### src/rtl/add_sub_pipe.sv
// add_sub_pipe -- slice-pipelined adder/subtractor with carry/borrow-in
// and ready/valid flow control.
//
// Each of the STAGES stages adds one WIDTH/STAGES-bit slice. It passes the
// slice carry and the still-unprocessed upper operand bits to the next stage.
// The last stage registers the full result and the C/V/Z/N flags.
//
// Optional feature: define ADD_SUB_PIPE_SAT_EN to enable signed saturation.
// A transaction with sat=1 that overflows returns the signed extreme.
//
// Ports:
//   clk        rising-edge clock
//   rst_n      asynchronous active-low reset
//   in_valid   operands/op presented      in_ready  block can accept (~stall)
//   a, b       WIDTH-bit operands         op        00 ADD 01 SUB 10 ADC 11 SBB
//   cin        carry-in (ADC) / borrow-in (SBB)
//   sat        saturation request (used only with ADD_SUB_PIPE_SAT_EN)
//   out_valid  result valid               out_ready downstream accepts
//   s          result                     flag_c/v/z/n carry, overflow, zero, negative
module add_sub_pipe #(
  parameter int WIDTH  = 64,
  parameter int STAGES = 4
) (
  input  logic             clk,
  input  logic             rst_n,
  input  logic             in_valid,
  output logic             in_ready,
  input  logic [WIDTH-1:0] a,
  input  logic [WIDTH-1:0] b,
  input  logic [1:0]       op,
  input  logic             cin,
  input  logic             sat,
  output logic             out_valid,
  input  logic             out_ready,
  output logic [WIDTH-1:0] s,
  output logic             flag_c,
  output logic             flag_v,
  output logic             flag_z,
  output logic             flag_n
);

  localparam int SW   = WIDTH / STAGES;
  localparam int LAST = STAGES - 1;

  // Stage registers. r_b holds the already-conditioned operand (b or ~b).
  logic [WIDTH-1:0]  r_a [STAGES];
  logic [WIDTH-1:0]  r_b [STAGES];
  logic [WIDTH-1:0]  r_s [STAGES];
  logic [STAGES-1:0] r_vld;
  logic [STAGES-1:0] r_cy;
  logic              r_v;
  logic              r_z;
  logic              r_n;
`ifdef ADD_SUB_PIPE_SAT_EN
  logic [STAGES-1:0] r_sat;
  logic [STAGES-1:0] w_sat_in;
`endif

  // Stage inputs and per-stage slice results.
  logic [WIDTH-1:0]  w_a_in   [STAGES];
  logic [WIDTH-1:0]  w_b_in   [STAGES];
  logic [WIDTH-1:0]  w_s_in   [STAGES];
  logic [WIDTH-1:0]  w_s_nxt  [STAGES];
  logic [SW:0]       w_sum    [STAGES];
  logic [STAGES-1:0] w_c_in;
  logic [STAGES-1:0] w_vld_in;
  logic              w_c0;
  logic              w_stall;
  logic              w_cmsb;
  logic              w_ovf;
  logic [WIDTH-1:0]  w_fin;

  assign w_stall   = r_vld[LAST] & ~out_ready;
  assign in_ready  = ~w_stall;
  assign out_valid = r_vld[LAST];
  assign s         = r_s[LAST];
  assign flag_c    = r_cy[LAST];
  assign flag_v    = r_v;
  assign flag_z    = r_z;
  assign flag_n    = r_n;

  // Decode op into initial carry, then chain the slice adders through the stages.
  always_comb begin
    case (op)
      2'b00:   w_c0 = 1'b0;
      2'b01:   w_c0 = 1'b1;
      2'b10:   w_c0 = cin;
      2'b11:   w_c0 = ~cin;
      default: w_c0 = 1'b0;
    endcase
    w_a_in[0]   = a;
    w_b_in[0]   = op[0] ? ~b : b;
    w_s_in[0]   = {WIDTH{1'b0}};
    w_c_in[0]   = w_c0;
    w_vld_in[0] = in_valid;
`ifdef ADD_SUB_PIPE_SAT_EN
    w_sat_in[0] = sat;
`endif
    for (int k = 1; k < STAGES; k++) begin
      w_a_in[k]   = r_a[k-1];
      w_b_in[k]   = r_b[k-1];
      w_s_in[k]   = r_s[k-1];
      w_c_in[k]   = r_cy[k-1];
      w_vld_in[k] = r_vld[k-1];
`ifdef ADD_SUB_PIPE_SAT_EN
      w_sat_in[k] = r_sat[k-1];
`endif
    end
    for (int k = 0; k < STAGES; k++) begin
      w_sum[k] = {1'b0, w_a_in[k][k*SW +: SW]} + {1'b0, w_b_in[k][k*SW +: SW]}
               + {{SW{1'b0}}, w_c_in[k]};
      w_s_nxt[k] = w_s_in[k];
      w_s_nxt[k][k*SW +: SW] = w_sum[k][SW-1:0];
    end
  end

  // Final-stage overflow and optional saturation of the assembled result.
  always_comb begin
    // Carry into the MSB recovered from the sum bit and both operand bits.
    w_cmsb = w_s_nxt[LAST][WIDTH-1] ^ w_a_in[LAST][WIDTH-1] ^ w_b_in[LAST][WIDTH-1];
    w_ovf  = w_sum[LAST][SW] ^ w_cmsb;
`ifdef ADD_SUB_PIPE_SAT_EN
    if (w_sat_in[LAST] && w_ovf) begin
      // a positive -> 0x7F..F, a negative -> 0x80..0
      w_fin = {w_a_in[LAST][WIDTH-1], {(WIDTH-1){~w_a_in[LAST][WIDTH-1]}}};
    end else begin
      w_fin = w_s_nxt[LAST];
    end
`else
    w_fin = w_s_nxt[LAST];
`endif
  end

  // Pipeline registers: advance together when not stalled, hold otherwise.
  always_ff @(posedge clk or negedge rst_n) begin
    if (!rst_n) begin
      for (int k = 0; k < STAGES; k++) begin
        r_a[k] <= {WIDTH{1'b0}};
        r_b[k] <= {WIDTH{1'b0}};
        r_s[k] <= {WIDTH{1'b0}};
      end
      r_vld <= {STAGES{1'b0}};
      r_cy  <= {STAGES{1'b0}};
      r_v   <= 1'b0;
      r_z   <= 1'b0;
      r_n   <= 1'b0;
`ifdef ADD_SUB_PIPE_SAT_EN
      r_sat <= {STAGES{1'b0}};
`endif
    end else if (!w_stall) begin
      for (int k = 0; k < STAGES; k++) begin
        r_vld[k] <= w_vld_in[k];
        r_a[k]   <= w_a_in[k];
        r_b[k]   <= w_b_in[k];
        r_s[k]   <= w_s_nxt[k];
        r_cy[k]  <= w_sum[k][SW];
`ifdef ADD_SUB_PIPE_SAT_EN
        r_sat[k] <= w_sat_in[k];
`endif
      end
      // Last stage carries the final (possibly saturated) result and flags.
      r_s[LAST] <= w_fin;
      r_v       <= w_ovf;
      r_z       <= (w_fin == {WIDTH{1'b0}});
      r_n       <= w_fin[WIDTH-1];
    end
  end

endmodule

### config.mk
export PLATFORM = sky130hd
export DESIGN_NAME = add_sub_pipe
export DESIGN_NICKNAME = d
export VERILOG_FILES = /design/src/rtl/add_sub_pipe.sv
export SDC_FILE = /design/constraint.sdc
export NUM_CORES = 1
export LEC_CHECK = 0
export CAP_MARGIN = 0
export CORE_AREA = 2 2 202 204
export DETAILED_ROUTE_END_ITERATION = 6
export DIE_AREA = 0 0 204 206
export PLACE_DENSITY_LB_ADDON = 0.2
export SLEW_MARGIN = 20
export SYNTH_ARGS = -nofsm -noshare
export SYNTH_HDL_FRONTEND = slang
export SYNTH_SLANG_ARGS = --single-unit
export TNS_END_PERCENT = 10
### constraint.sdc
create_clock -name clk -period 3.25 [get_ports clk]
set_input_delay 0.65 -clock clk [delete_from_list [all_inputs] [get_ports clk]]
set_output_delay 0.65 -clock clk [all_outputs]
set_load 0.03 [all_outputs]
## Yosys cells after proc, flatten, opt, wreduce, memory -nomap -nowiden

Index checks and enable logic that the tools add are counted.

| word-level totals | value |
|---|---|
| word-level logic and storage cells | 38 |
| output and inout bits | 70 |
| register bits | 555 |

| operators by class | value |
|---|---|
| equal/unequal tests | 3 |
| mux-type cells | 2 |
| bitwise operators | 8 |
| $add $sub $neg | 8 |
| reduce and logical (&&, ||, !) cells | 2 |

Operators with widths:

| operator | count |
|---|---|
| $add 16x16->17 | 4 |
| $add 17x1->17 | 4 |
| $logic_not 64->1 | 1 |
| $mux 64 | 1 |
| $not 64->64 | 1 |
| $eq 2x2->1 const B | 2 |
| $pmux 1 s4 | 1 |
| $not 1->1 | 3 |
| $xor 1x1->1 | 3 |
| $eq 2x1->1 const B | 1 |
| $logic_not 2->1 | 1 |
| $and 1x1->1 | 1 |

## Longest topological paths before layout

| depth | value |
|---|---|
| depth in word-level cells | 5 |
| mapped depth | 13 |
| mapped depth without buffers | 12 |

## Least setup slack after synthesis

No wires, ideal clock.

| timing | value |
|---|---|
| path kind | input to register |
| from | input port op[0] |
| to | register r_s[206] (netlist bit) |
| stages on the path | 13 |
| slack | -0.875 ns |
| path buffers | 2 |
| library setup time | 0.069 ns |
| arrival time | 4.056 ns |
| cells stage by stage | clkbuf_1 buf_1 xor2_1 fa_1 fa_1 a21o_1 a21oi_1 o21bai_1 a2111oi_2 or3_1 a311oi_1 or3_1 nand3_1 |

| on the way | value |
|---|---|
| word-level cells in the longest chain between the ends | 3 |
| elaborated cells on any way between the ends | 8 |
| those cells by class | add/sub (2); eq/ne (3); mux (2); reduce/logical (1) |

RTL lines:

| element | RTL line | text |
|---|---|---|
| from (decl) | 30 | `input logic [1:0] op,` |
| $mux 64, or another cell as far along | 92 | `w_b_in[0] = op[0] ? ~b : b;` |
| $add 16x16->17 / $pmux 1 s4 (equally long branches) | 110, 84 |  |
| $add 17x1->17 * | 111 | `+ {{SW{1'b0}}, w_c_in[k]};` |
| to (signal, indexed assignment) | 140 | `r_s[k] <= {WIDTH{1'b0}};` |
| to (signal, indexed assignment) | 155 | `r_s[k] <= w_s_nxt[k];` |
| to (signal, indexed assignment) | 162 | `r_s[LAST] <= w_fin;` |
| to (decl) | 48 | `logic [WIDTH-1:0] r_s [STAGES];` |

Mark *: on every way between the ends. The rest lies on a longest branch, timed or not.
A chain may end at the register's enable or synchronous reset.

## Worst setup path after layout

| timing | value |
|---|---|
| from | register r_a[112] (netlist bit) |
| to | register r_v (netlist: flag_v) |

| on the way | value |
|---|---|
| word-level cells in the longest chain between the ends | 5 |

RTL lines:

| element | RTL line | text |
|---|---|---|
| from (decl) | 46 | `logic [WIDTH-1:0] r_a [STAGES];` |
| from (signal, indexed assignment) | 138 | `r_a[k] <= {WIDTH{1'b0}};` |
| from (signal, indexed assignment) | 153 | `r_a[k] <= w_a_in[k];` |
| $add 16x16->17 * | 110 | `w_sum[k] = {1'b0, w_a_in[k][k*SW +: SW]} + {1'b0, w_b_in[k][k*SW +: SW]}` |
| $add 17x1->17 * | 111 |  |
| $xor 1x1->1 (2 in a row) | 120 | `w_cmsb = w_s_nxt[LAST][WIDTH-1] ^ w_a_in[LAST][WIDTH-1] ^ w_b_in[LAST][WIDTH-1];` |
| $xor 1x1->1 * | 121 | `w_ovf = w_sum[LAST][SW] ^ w_cmsb;` |
| to (signal assigned) | 163 | `r_v <= w_ovf;` |
| to (decl) | 51 | `logic r_v;` |

Marked as above.

==> flow_summary.json <==
{
  "place_ws_ps": -438,
  "slew_viol_final": 0,
  "layout_commonest_cell": "nand2_1",
  "antenna_found_initial": 2,
  "cap_violations": 0,
  "syn_inst": 1955,
  "nets": 2279,
  "slew_headroom": 0.438,
  "crit_start": "r_a[112]$_DFFE_PN0N_",
  "r2r_cells": 11,
  "drive_above_1_share": 0.0532,
  "die_area_mm2": 0.0420,
  "status": "finished, final reports clean",
  "cp-end-kind": "flop",
  "clk_latency_ps": 550,
  "rsz0062_at_grt": "yes",
  "grt_use_met2": 0.314,
  "use_met1": 0.278,
  "ios": 206,
  "setup_violations": 0,
  "synth_area_mm2": 0.0173,
  "clock_skew_ps": 11.9,
  "cp_max_fo": 5,
  "crit_type": "reg -> reg",
  "busiest_layer": "met2",
  "r2r-start": "r_a[112]$_DFFE_PN0N_",
  "vias": 12962,
  "leakage_nw": 10.0,
  "whs_ps": 89.9,
  "grt_pass1_wl_um": 65900,
  "hold_path.class": "in -> async",
  "finalHoldViolCount": 0,
  "fp.dieH_um": 206,
  "grt_remaining_overflow": 0,
  "root_buffer": "clkbuf_16",
  "yosysUniqueCellTypes": 63,
  "wl_per_cell_um": 15.2,
  "synth_seq_area_share": 0.523,
  "cp.required_ps": 3690,
  "synth_edf_count": 0,
  "postCtsHoldBufs": 0,
  "grt.total_usage": 0.197,
  "gp_congestion": 0.847,
  "std_cell_rows": 74,
  "cts_tree": "built",
  "ff2ff_setup_slack_ps": 80,
  "drt-total-wl_um": 40200,
  "area_growth_pct": 20.5,
  "max_freq_mhz": 315,
  "drtIter0Drc": 666,
  "ys_warn_count": 0,
  "initial_utilization": 0.431,
  "final_cell_mix": "nand2_1, dfrtp_1, clkdlybuf4s50_1, o21ai_0, xnor2_1",
  "min_period_over_period": 0.977,
  "clock-sinks": 362,
  "grt_max_degree": 144,
  "clockBufferDepth": 3,
  "worstMarginPinSlew_ps": 843,
  "cts_setup_buffers": 0,
  "ctsHtreeMaxLevel": 2,
  "core-area_mm2": 0.0402,
  "vdd_drop_max_mv": 0.430,
  "postSynth.asyncResetShare": 1.00,
  "syn_nets": 2159,
  "grtUsageMet3": 0.0347,
  "synth.avg_cell_area_um2": 8.86,
  "start_kind": "flop",
  "fin_cells": 2641,
  "vias_per_cell": 4.91,
  "die_w_um": 204,
  "dp_hpwl_um": 28200,
  "clk_pin_slew_ps": 60,
  "synth_seq_cells": 362,
  "fill_cells": 3863,
  "endpoint": "flag_v$_DFFE_PN0N_",
  "dp_cells": 2564,
  "grt_pass1_vias": 12598,
  "drtPass1Iterations": 5,
  "fin_ws_ps": 75.8,
  "drcViolationCount": 0,
  "cts_made_buffers": 41,
  "rr_endpoint": "flag_v$_DFFE_PN0N_",
  "ctsResizeCount": 0,
  "cp.arrival_ps": 3610,
  "period_minus_slack_ps": 3170,
  "power_density_mw_per_mm2": 1020,
  "yosys_most_used_dff": "dfrtp_1",
  "port_buffers": 204,
  "detail-route-antenna-nets": 0
}
==> layout make-up <==
type                            count  area, µm²  area share
Sequential cell                   362       9060       0.434
Multi-Input combinational cell   1411       7400       0.354
Timing Repair Buffer              230       2320       0.111
Clock buffer                       59       1190      0.0568
Tap cell                          532        666      0.0319
Clock inverter                     16        136     0.00653
Inverter                           29        116     0.00557
Antenna cell                        2       5.00    0.000240
==> state kept, by name (all words and copies together), names as in the netlist <==
name / cells
r_cy: 4
flag_z: 1
r_b: 96
flag_v: 1
s: 64
r_s: 96
r_vld: 4
r_a: 96
==> layer usage <==
layer | share of wire | wire length, µm
met1 | 0.48 | 19200
met5 | 0 | 0
met4 | 0.021 | 828
met2 | 0.46 | 18400
met3 | 0.041 | 1650
==> Yosys cell counts, types with 19 or more instances <==
cell type | number | area [µm²]
nand2_1 | 840 | 3150
dfrtp_1 | 362 | 9060
clkbuf_1 | 79 | 297
o21ai_0 | 76 | 380
xnor2_1 | 69 | 604
buf_4 | 64 | 480
nor2_1 | 61 | 229
ha_1 | 60 | 751
a21oi_1 | 46 | 230
xor2_1 | 34 | 298
inv_1 | 28 | 105
o21ai_1 | 19 | 95.1
==> report_power, final <==
| part | switching, mW | internal, mW | leakage (nW) | total [mW] |
|---|---|---|---|---|
| registers | 1.26 | 6.54 | 4.36 | 7.79 |
| logic | 5.36 | 3.72 | 5.00 | 9.08 |
| clock network | 1.81 | 2.70 | 0.659 | 4.51 |
==> kinds of logic after synthesis <==
group | after synthesis | share of synthesized area
xor+xnor | 103 | 0.0521
simple gates | 1003 | 0.232
fa+ha+maj | 68 | 0.0526
compound gates | 235 | 0.0856
flops | 362 | 0.523
buf+inv | 182 | 0.0533
mux | 2 | 0.00152
==> through the flow <==
| step | area, µm² | total power, mW | util | setup TNS [ps] |
|---|---|---|---|---|
| after floorplan | 17400 | 14.4 | - | -175 |
| after detailed placement | 19500 | 17.0 | 0.486 | -1990 |
| after global routing | 20900 | 23.1 | 0.520 | -77.3 |
| after CTS | 20900 | 21.6 | 0.519 | 0 |
| after global placement | 19500 | 16.7 | 0.486 | -1680 |
| final | 20900 | 21.4 | 0.520 | 0 |
==> worst min-delay path by stage <==
stage                           end  depth (start not counted)
6_report       r_a[254]$_DFFE_PN0N_                          1
5_1_grt        r_a[254]$_DFFE_PN0N_                          1
3_3_place_gp   r_vld[3]$_DFFE_PN0N_                          1
3_5_place_dp   r_vld[2]$_DFFE_PN0N_                          2
2_1_floorplan    flag_v$_DFFE_PN0N_                          0
4_1_cts        r_a[254]$_DFFE_PN0N_                          1
==> worst max-delay path, stage by stage (launching register included) <==
cell,delay (ps)
dfrtp_1,400
fa_1,460
inv_1,90
fa_2,240
nor2b_4,50
o31a_1,310
o2111a_1,310
o41a_1,420
buf_4,160
a311oi_2,260
xnor2_1,100
mux2_4,260
No activity file was read; power rests on OpenSTA's default activity.
